File: config.mk
export PLATFORM = sky130hd
export DESIGN_NAME = dcp_run_ctrl_flat
export DESIGN_NICKNAME = d
export VERILOG_FILES = /design/src/rtl/dcp_run_ctrl_if.sv /design/src/rtl/dcp_run_ctrl.sv /design/src/flat_wrapper.sv
export SDC_FILE = /design/constraint.sdc
export NUM_CORES = 1
export LEC_CHECK = 0
export CAP_MARGIN = 15
export CORE_MARGIN = 5
export CORE_UTILIZATION = 35
export CTS_CLUSTER_SIZE = 24
export DETAILED_ROUTE_END_ITERATION = 10
export GPL_ROUTABILITY_DRIVEN = 1
export GPL_TIMING_DRIVEN = 0
export SYNTH_ARGS = -nofsm -noshare
export SYNTH_HDL_FRONTEND = slang
export SYNTH_SLANG_ARGS = --single-unit
File: constraint.sdc
create_clock -name clk -period 9.1 [get_ports clk]
set_input_delay 1.82 -clock clk [delete_from_list [all_inputs] [get_ports clk]]
set_output_delay 1.82 -clock clk [all_outputs]
set_load 0.005 [all_outputs]
File: src/rtl/dcp_run_ctrl_if.sv
// Handshake and status bundle between the debug command decoder and the
// CPU run/step controller. master = decoder/host side, slave = controller.
interface dcp_run_ctrl_if;
  logic [7:0]  sel_mode;
  logic        start;
  logic [31:0] bp_addr;
  logic        stop_req;
  logic        pc_chk;
  logic [31:0] pc;
  logic        clk_cpu;
  logic        busy;
  logic        finish;
  logic        hit;
  logic [31:0] cyc_cnt;

  modport master (
    output sel_mode, start, bp_addr, stop_req, pc_chk, pc,
    input  clk_cpu, busy, finish, hit, cyc_cnt
  );

  modport slave (
    input  sel_mode, start, bp_addr, stop_req, pc_chk, pc,
    output clk_cpu, busy, finish, hit, cyc_cnt
  );
endinterface

File: src/rtl/dcp_run_ctrl.sv
// Run/step controller for the debug unit's CPU clock. Generates clk_cpu for
// single step (T), run to breakpoint (B) and free run (G), checks pc against
// the breakpoint at every CPU-cycle boundary and counts executed CPU cycles.
module dcp_run_ctrl #(
  parameter logic [7:0] CMD_T       = 8'h54,
  parameter logic [7:0] CMD_B       = 8'h42,
  parameter logic [7:0] CMD_G       = 8'h47,
  parameter int         HALF_PERIOD = 2
) (
  input logic           clk,
  input logic           rst,
  dcp_run_ctrl_if.slave bus
);

  typedef enum logic [2:0] {
    IDLE  = 3'd0,
    HIGH  = 3'd1,
    LOW   = 3'd2,
    CHECK = 3'd3,
    DONE  = 3'd4
  } state_t;

  localparam logic [7:0] PHASE_LAST = 8'(HALF_PERIOD - 1);

  state_t      state, state_next;
  logic [7:0]  phase, phase_next;
  logic [7:0]  mode, mode_next;
  logic [31:0] bp, bp_next;
  logic        abort, abort_next;
  logic [31:0] cnt_next;
  logic        hit_next;
  logic        clk_cpu_next;
  logic        busy_next;
  logic        finish_next;
  logic        legal_cmd;
  logic        stop_seen;

  // Cycle counter increment that sticks at all-ones instead of wrapping.
  function automatic logic [31:0] sat_inc(input logic [31:0] v);
    if (v == 32'hFFFF_FFFF) begin
      sat_inc = v;
    end else begin
      sat_inc = v + 32'd1;
    end
  endfunction

  // Next-state, latched-command and registered-output computation.
  always_comb begin
    state_next   = state;
    phase_next   = phase;
    mode_next    = mode;
    bp_next      = bp;
    abort_next   = abort;
    cnt_next     = bus.cyc_cnt;
    hit_next     = bus.hit;
    legal_cmd    = (bus.sel_mode == CMD_T) || (bus.sel_mode == CMD_B) ||
                   (bus.sel_mode == CMD_G);
    // A stop request seen during the pulse is remembered in abort and acted
    // on only at the cycle boundary, so clk_cpu pulses are never cut short.
    stop_seen    = abort || bus.stop_req;

    case (state)
      IDLE: begin
        if (bus.start && legal_cmd) begin
          state_next = HIGH;
          phase_next = 8'd0;
          mode_next  = bus.sel_mode;
          bp_next    = bus.bp_addr;
          cnt_next   = 32'd0;
          hit_next   = 1'b0;
          abort_next = 1'b0;
        end else begin
          state_next = IDLE;
        end
      end
      HIGH: begin
        abort_next = stop_seen;
        if (phase == PHASE_LAST) begin
          state_next = LOW;
          phase_next = 8'd0;
        end else begin
          phase_next = phase + 8'd1;
        end
      end
      LOW: begin
        abort_next = stop_seen;
        if (phase == PHASE_LAST) begin
          state_next = CHECK;
          phase_next = 8'd0;
          cnt_next   = sat_inc(bus.cyc_cnt);
        end else begin
          phase_next = phase + 8'd1;
        end
      end
      CHECK: begin
        if (mode == CMD_T) begin
          state_next = DONE;
        end else if ((mode == CMD_B) && bus.pc_chk && (bus.pc == bp)) begin
          // A breakpoint match takes priority over a simultaneous stop.
          state_next = DONE;
          hit_next   = 1'b1;
        end else if (stop_seen) begin
          state_next = DONE;
        end else begin
          state_next = HIGH;
        end
      end
      DONE: begin
        abort_next = 1'b0;
        state_next = IDLE;
      end
      default: begin
        state_next = IDLE;
      end
    endcase

    // Outputs are registered from the next state so they align with it.
    clk_cpu_next = (state_next == HIGH);
    busy_next    = (state_next == HIGH) || (state_next == LOW) ||
                   (state_next == CHECK);
    finish_next  = (state_next == DONE);
  end

  // State, phase timer, latched command and output registers.
  always_ff @(posedge clk or posedge rst) begin
    if (rst) begin
      state       <= IDLE;
      phase       <= 8'd0;
      mode        <= 8'd0;
      bp          <= 32'd0;
      abort       <= 1'b0;
      bus.clk_cpu <= 1'b0;
      bus.busy    <= 1'b0;
      bus.finish  <= 1'b0;
      bus.hit     <= 1'b0;
      bus.cyc_cnt <= 32'd0;
    end else begin
      state       <= state_next;
      phase       <= phase_next;
      mode        <= mode_next;
      bp          <= bp_next;
      abort       <= abort_next;
      bus.clk_cpu <= clk_cpu_next;
      bus.busy    <= busy_next;
      bus.finish  <= finish_next;
      bus.hit     <= hit_next;
      bus.cyc_cnt <= cnt_next;
    end
  end

endmodule

File: src/flat_wrapper.sv
// flat-port wrapper written by rule: the top's interface ports become plain ports
module dcp_run_ctrl_flat 
#(
  parameter logic [7:0] CMD_T       = 8'h54,
  parameter logic [7:0] CMD_B       = 8'h42,
  parameter logic [7:0] CMD_G       = 8'h47,
  parameter int         HALF_PERIOD = 2
)
  (clk, rst, bus_sel_mode, bus_start, bus_bp_addr, bus_stop_req, bus_pc_chk, bus_pc, bus_clk_cpu, bus_busy, bus_finish, bus_hit, bus_cyc_cnt);
  dcp_run_ctrl_if bus_i ();
  input logic clk;
  input logic rst;
  input wire logic [$bits(bus_i.sel_mode)-1:0] bus_sel_mode;
  input wire logic [$bits(bus_i.start)-1:0] bus_start;
  input wire logic [$bits(bus_i.bp_addr)-1:0] bus_bp_addr;
  input wire logic [$bits(bus_i.stop_req)-1:0] bus_stop_req;
  input wire logic [$bits(bus_i.pc_chk)-1:0] bus_pc_chk;
  input wire logic [$bits(bus_i.pc)-1:0] bus_pc;
  output wire logic [$bits(bus_i.clk_cpu)-1:0] bus_clk_cpu;
  output wire logic [$bits(bus_i.busy)-1:0] bus_busy;
  output wire logic [$bits(bus_i.finish)-1:0] bus_finish;
  output wire logic [$bits(bus_i.hit)-1:0] bus_hit;
  output wire logic [$bits(bus_i.cyc_cnt)-1:0] bus_cyc_cnt;
  assign bus_i.sel_mode = bus_sel_mode;
  assign bus_i.start = bus_start;
  assign bus_i.bp_addr = bus_bp_addr;
  assign bus_i.stop_req = bus_stop_req;
  assign bus_i.pc_chk = bus_pc_chk;
  assign bus_i.pc = bus_pc;
  assign bus_clk_cpu = bus_i.clk_cpu;
  assign bus_busy = bus_i.busy;
  assign bus_finish = bus_i.finish;
  assign bus_hit = bus_i.hit;
  assign bus_cyc_cnt = bus_i.cyc_cnt;
  dcp_run_ctrl #(.CMD_T(CMD_T), .CMD_B(CMD_B), .CMD_G(CMD_G), .HALF_PERIOD(HALF_PERIOD)) u_core (.clk(clk), .rst(rst), .bus(bus_i));
endmodule
==> results.md <==
* Outcome: complete, no violations
* Mapped Cells at roughly 410
* # IOs at between 100 and 150
* Tcrit/Tclk final at about 43%
* EDFF count, synth at 0
* Sink Count at 88
* DR vias at approximately 3,500
* Vias per cell at approximately 5
* Post-synthesis adder-cell area fraction at less than 1%
* PortBufs at about 110
* PD cells at approximately 200 mW/mm²
* Synthesis-to-layout area growth at 37.73%
* CP Class: in2reg
* Yosys top cell area share at between 40 and 50%
* Flop-to-flop setup slack at 6.85 ns
* Worst Hold Class: reg2reg
* Fin. Hold Viols at 0
* Crit-path max FO at 10
* Layout cell share with drive strength beyond 1 at 14.42%
* Lkg Pwr at around 2.5 nW
* Multiplexer share of the synthesized area at under 10%
* Unrepaired setup endpoints after global routing: no
* Full die area at around 0.015 mm²
* Setup violators final at 0
* Pins over their slew limit at 0
* Max clock buf depth at 2
* Clk_lat worst skew at around 0.34 ns
* Cells after DPL at around 700
* Worst reg2reg startpoint: u_core.phase[1]$_DFFE_PP0P_
* Crit. End Element: register
* Syn Nets at 492
* WHS Endpoint: u_core.mode[6]$_DFFE_PP0P_
* GRT Total Usage at around 15%
* Clk_skew at 0.006197 ns
* Fmax at between 200 and 300 MHz
* Iter 0 DRT Violations at approximately 160
* Synth Warn # at 0
* Residual DRC count at 0
* Pre-Repair DR Iteration Count at 4
* Antenna violations before repair at 0
* Placeable Area at around 0.013 mm²
* Clock slew at reported path FFs at about 0.060 ns
* Compound-Gate Fraction of Synth Area at approximately 4.7%
* WL met1 at between 4000 and 5000 µm
* Post-cts resize count at 0
* Startpoint types: input port
* Global-route wire length before repair at between 15,000 and 20,000 µm
* Reg2Reg Depth at 8
* Largest net degree at the start of global routing at 48
* Sequential fraction of the synthesis area at 48.86%
* Hold path depth at 1
* Root Driver: clkbuf_16
* Area leader, netlist: dfrtp_1
* Max IR drop VDD at slightly above 100 µV
* Main synth FF type: dfrtp_1
* Post-synth cell types at 54
* Number of CTS-inserted buffers at 9
* Leading cell types by count after synthesis: 88 x dfrtp_1, 42 x nor2_1, 35 x mux2_2, 35 x xnor2_1, 27 x xor2_1
* Antenna diode instance count at 0
* Post-Layout Cell Count at ~710
* Met2 routed WL at about 5200 µm
* Worst Path Required at between 9 and 10 ns
* R2r endpoint: u_core.bus.cyc_cnt[25]$_DFFE_PP0P_
* Main combinational cell family by area after synthesis: simple AND/OR/NAND/NOR gates
* Post-synthesis simple-gate area fraction at 21.38%
* Final wirelength at 10,860 µm
* Setup TNS at 0 ns
* Max-cap viol count at 0
* DP HPWL at between 8000 and 9000 µm
* XOR/XNOR Fraction of Synth Area at about an eighth
* Total gr overflow at 0
* Cell with the most instances after synthesis: dfrtp_1
* GP Congestion at 0.8054
* Hold-fix buffer count after cts at 0
* Synthesized cell area at ~0.0045 mm²
* Slew @ Worst Pin at between 0.5 and 0.6 ns
* Worst hold path startpoint: u_core.mode[6]$_DFFE_PP0P_
* Initial core utilization at between 30% and 40%
* Setup Fix Bufs, Post-CTS at 0
* Final nets at a little over 600
* Avg Cell Area, Syn at 10.94 µm²
* Asr flop ratio synth at 100.0%
* Slew headroom at a little over 60%
* CTS H-Tree Depth at 3
* Worst Path Arrival at 4.11 ns
* DR WL met3 at about 1000 µm
* CTS tree: yes
* Period minus WS final at 3.883 ns
* Final ANT Viol Nets at 0
* Routed wire per std cell at about 15 µm
* Synth Register Bits at 88
* Top Layer Used: met4
* Vias in the first global route at 3,750
* Rows at ~40
* Ranking of synthesized cells by area: dfrtp_1 49%, mux2_2 8.7%, xnor2_1 6.8%
* Die Ht at between 100 and 150 µm
* Die width at ~120 µm
* Total Power at between 0.001 and 0.0015 W
==> state kept, by name, summed over array words and instances, names as in the netlist <==
| register | flops |
|---|---|
| u_core.abort | 1 |
| u_core.bp | 32 |
| u_core.bus.busy | 1 |
| u_core.bus.clk_cpu | 1 |
| u_core.bus.cyc_cnt | 32 |
| u_core.bus.finish | 1 |
| u_core.bus.hit | 1 |
| u_core.mode | 8 |
| u_core.phase | 8 |
| u_core.state | 3 |
==> power breakdown <==
part	total (W)	internal, W	switching, W
sequential	0.000532	0.000458	0.0000741
combinational	0.000298	0.000179	0.000119
clock	0.000409	0.000263	0.000146
total	0.00124	0.000901	0.000338
==> per-stage QoR <==
stage / utilization [%] / area [µm²] / setup WS (ns) / hold WS (ns)
global placement: 46.30 / 5843 / 3.530 / 0.4541
CTS: 49.19 / 6207 / 5.198 / 0.4775
floorplan: - / 4507 / 5.001 / 0.4407
global route: 49.19 / 6207 / 5.109 / 0.4909
finish: 49.19 / 6207 / 5.217 / 0.4722
detailed placement: 46.54 / 5873 / 4.835 / 0.4599
==> metal layers <==
metal / GRT usage [%] / vias to the layer above
li1: - / 1708
met1: 18.50 / 1692
met2: 25.11 / 117
met3: 5.764 / 11
met4: 5.467 / 0
met5: 0 / -
==> cell usage in the layout, fill, tap and decap left out, drive strengths merged, types with 8 or more instances in the layout <==
cell type	instances
a21oi	8
and3	11
buf	12
clkbuf	16
clkdlybuf4s50	112
dfrtp	88
mux2	35
nand2	21
nand3	20
nand4	24
nor2	42
nor4	8
o21ai	8
xnor2	35
xor2	27
==> area by class of cell <==
cell class                      instances  area (µm²)
Fill cell                            1215        6412
Sequential cell                        88        2202
Multi-Input combinational cell        306        2162
Timing Repair Buffer                  113        1149
Clock buffer                           14       274.0
Tap cell                              172       215.2
Buffer                                 14       127.6
Clock inverter                          2       60.06
Inverter                                4       17.52
==> worst max-delay path: stages <==
cell and delay, ns:
clkdlybuf4s50_1 0.46, or4b_1 0.53, nand3_1 0.17, and4b_1 0.20, buf_2 0.22, buf_2 0.32, mux2_2 0.37
==> worst max-delay path by stage <==
| stage | start | to | cells after the start |
|---|---|---|---|
| global placement | rst | u_core.bus.cyc_cnt[16]$_DFFE_PP0P_ | 2 |
| detailed placement | bus_sel_mode[0] | u_core.bp[7]$_DFFE_PP0P_ | 7 |
| global route | bus_sel_mode[2] | u_core.bp[0]$_DFFE_PP0P_ | 7 |
| CTS | bus_sel_mode[0] | u_core.bp[7]$_DFFE_PP0P_ | 7 |
| floorplan | rst | u_core.abort$_DFFE_PP0P_ | 1 |
| finish | bus_sel_mode[0] | u_core.bp[4]$_DFFE_PP0P_ | 7 |
==> logic make-up after synthesis <==
group,Yosys count
buffers and inverters,18
and+or+nand+nor,172
DFF,88
AOI/OAI and AO/OA,33
adders and majority gates,3
xor gates and xnor gates,62
muxes,36
(Power assumes the default switching activity.)
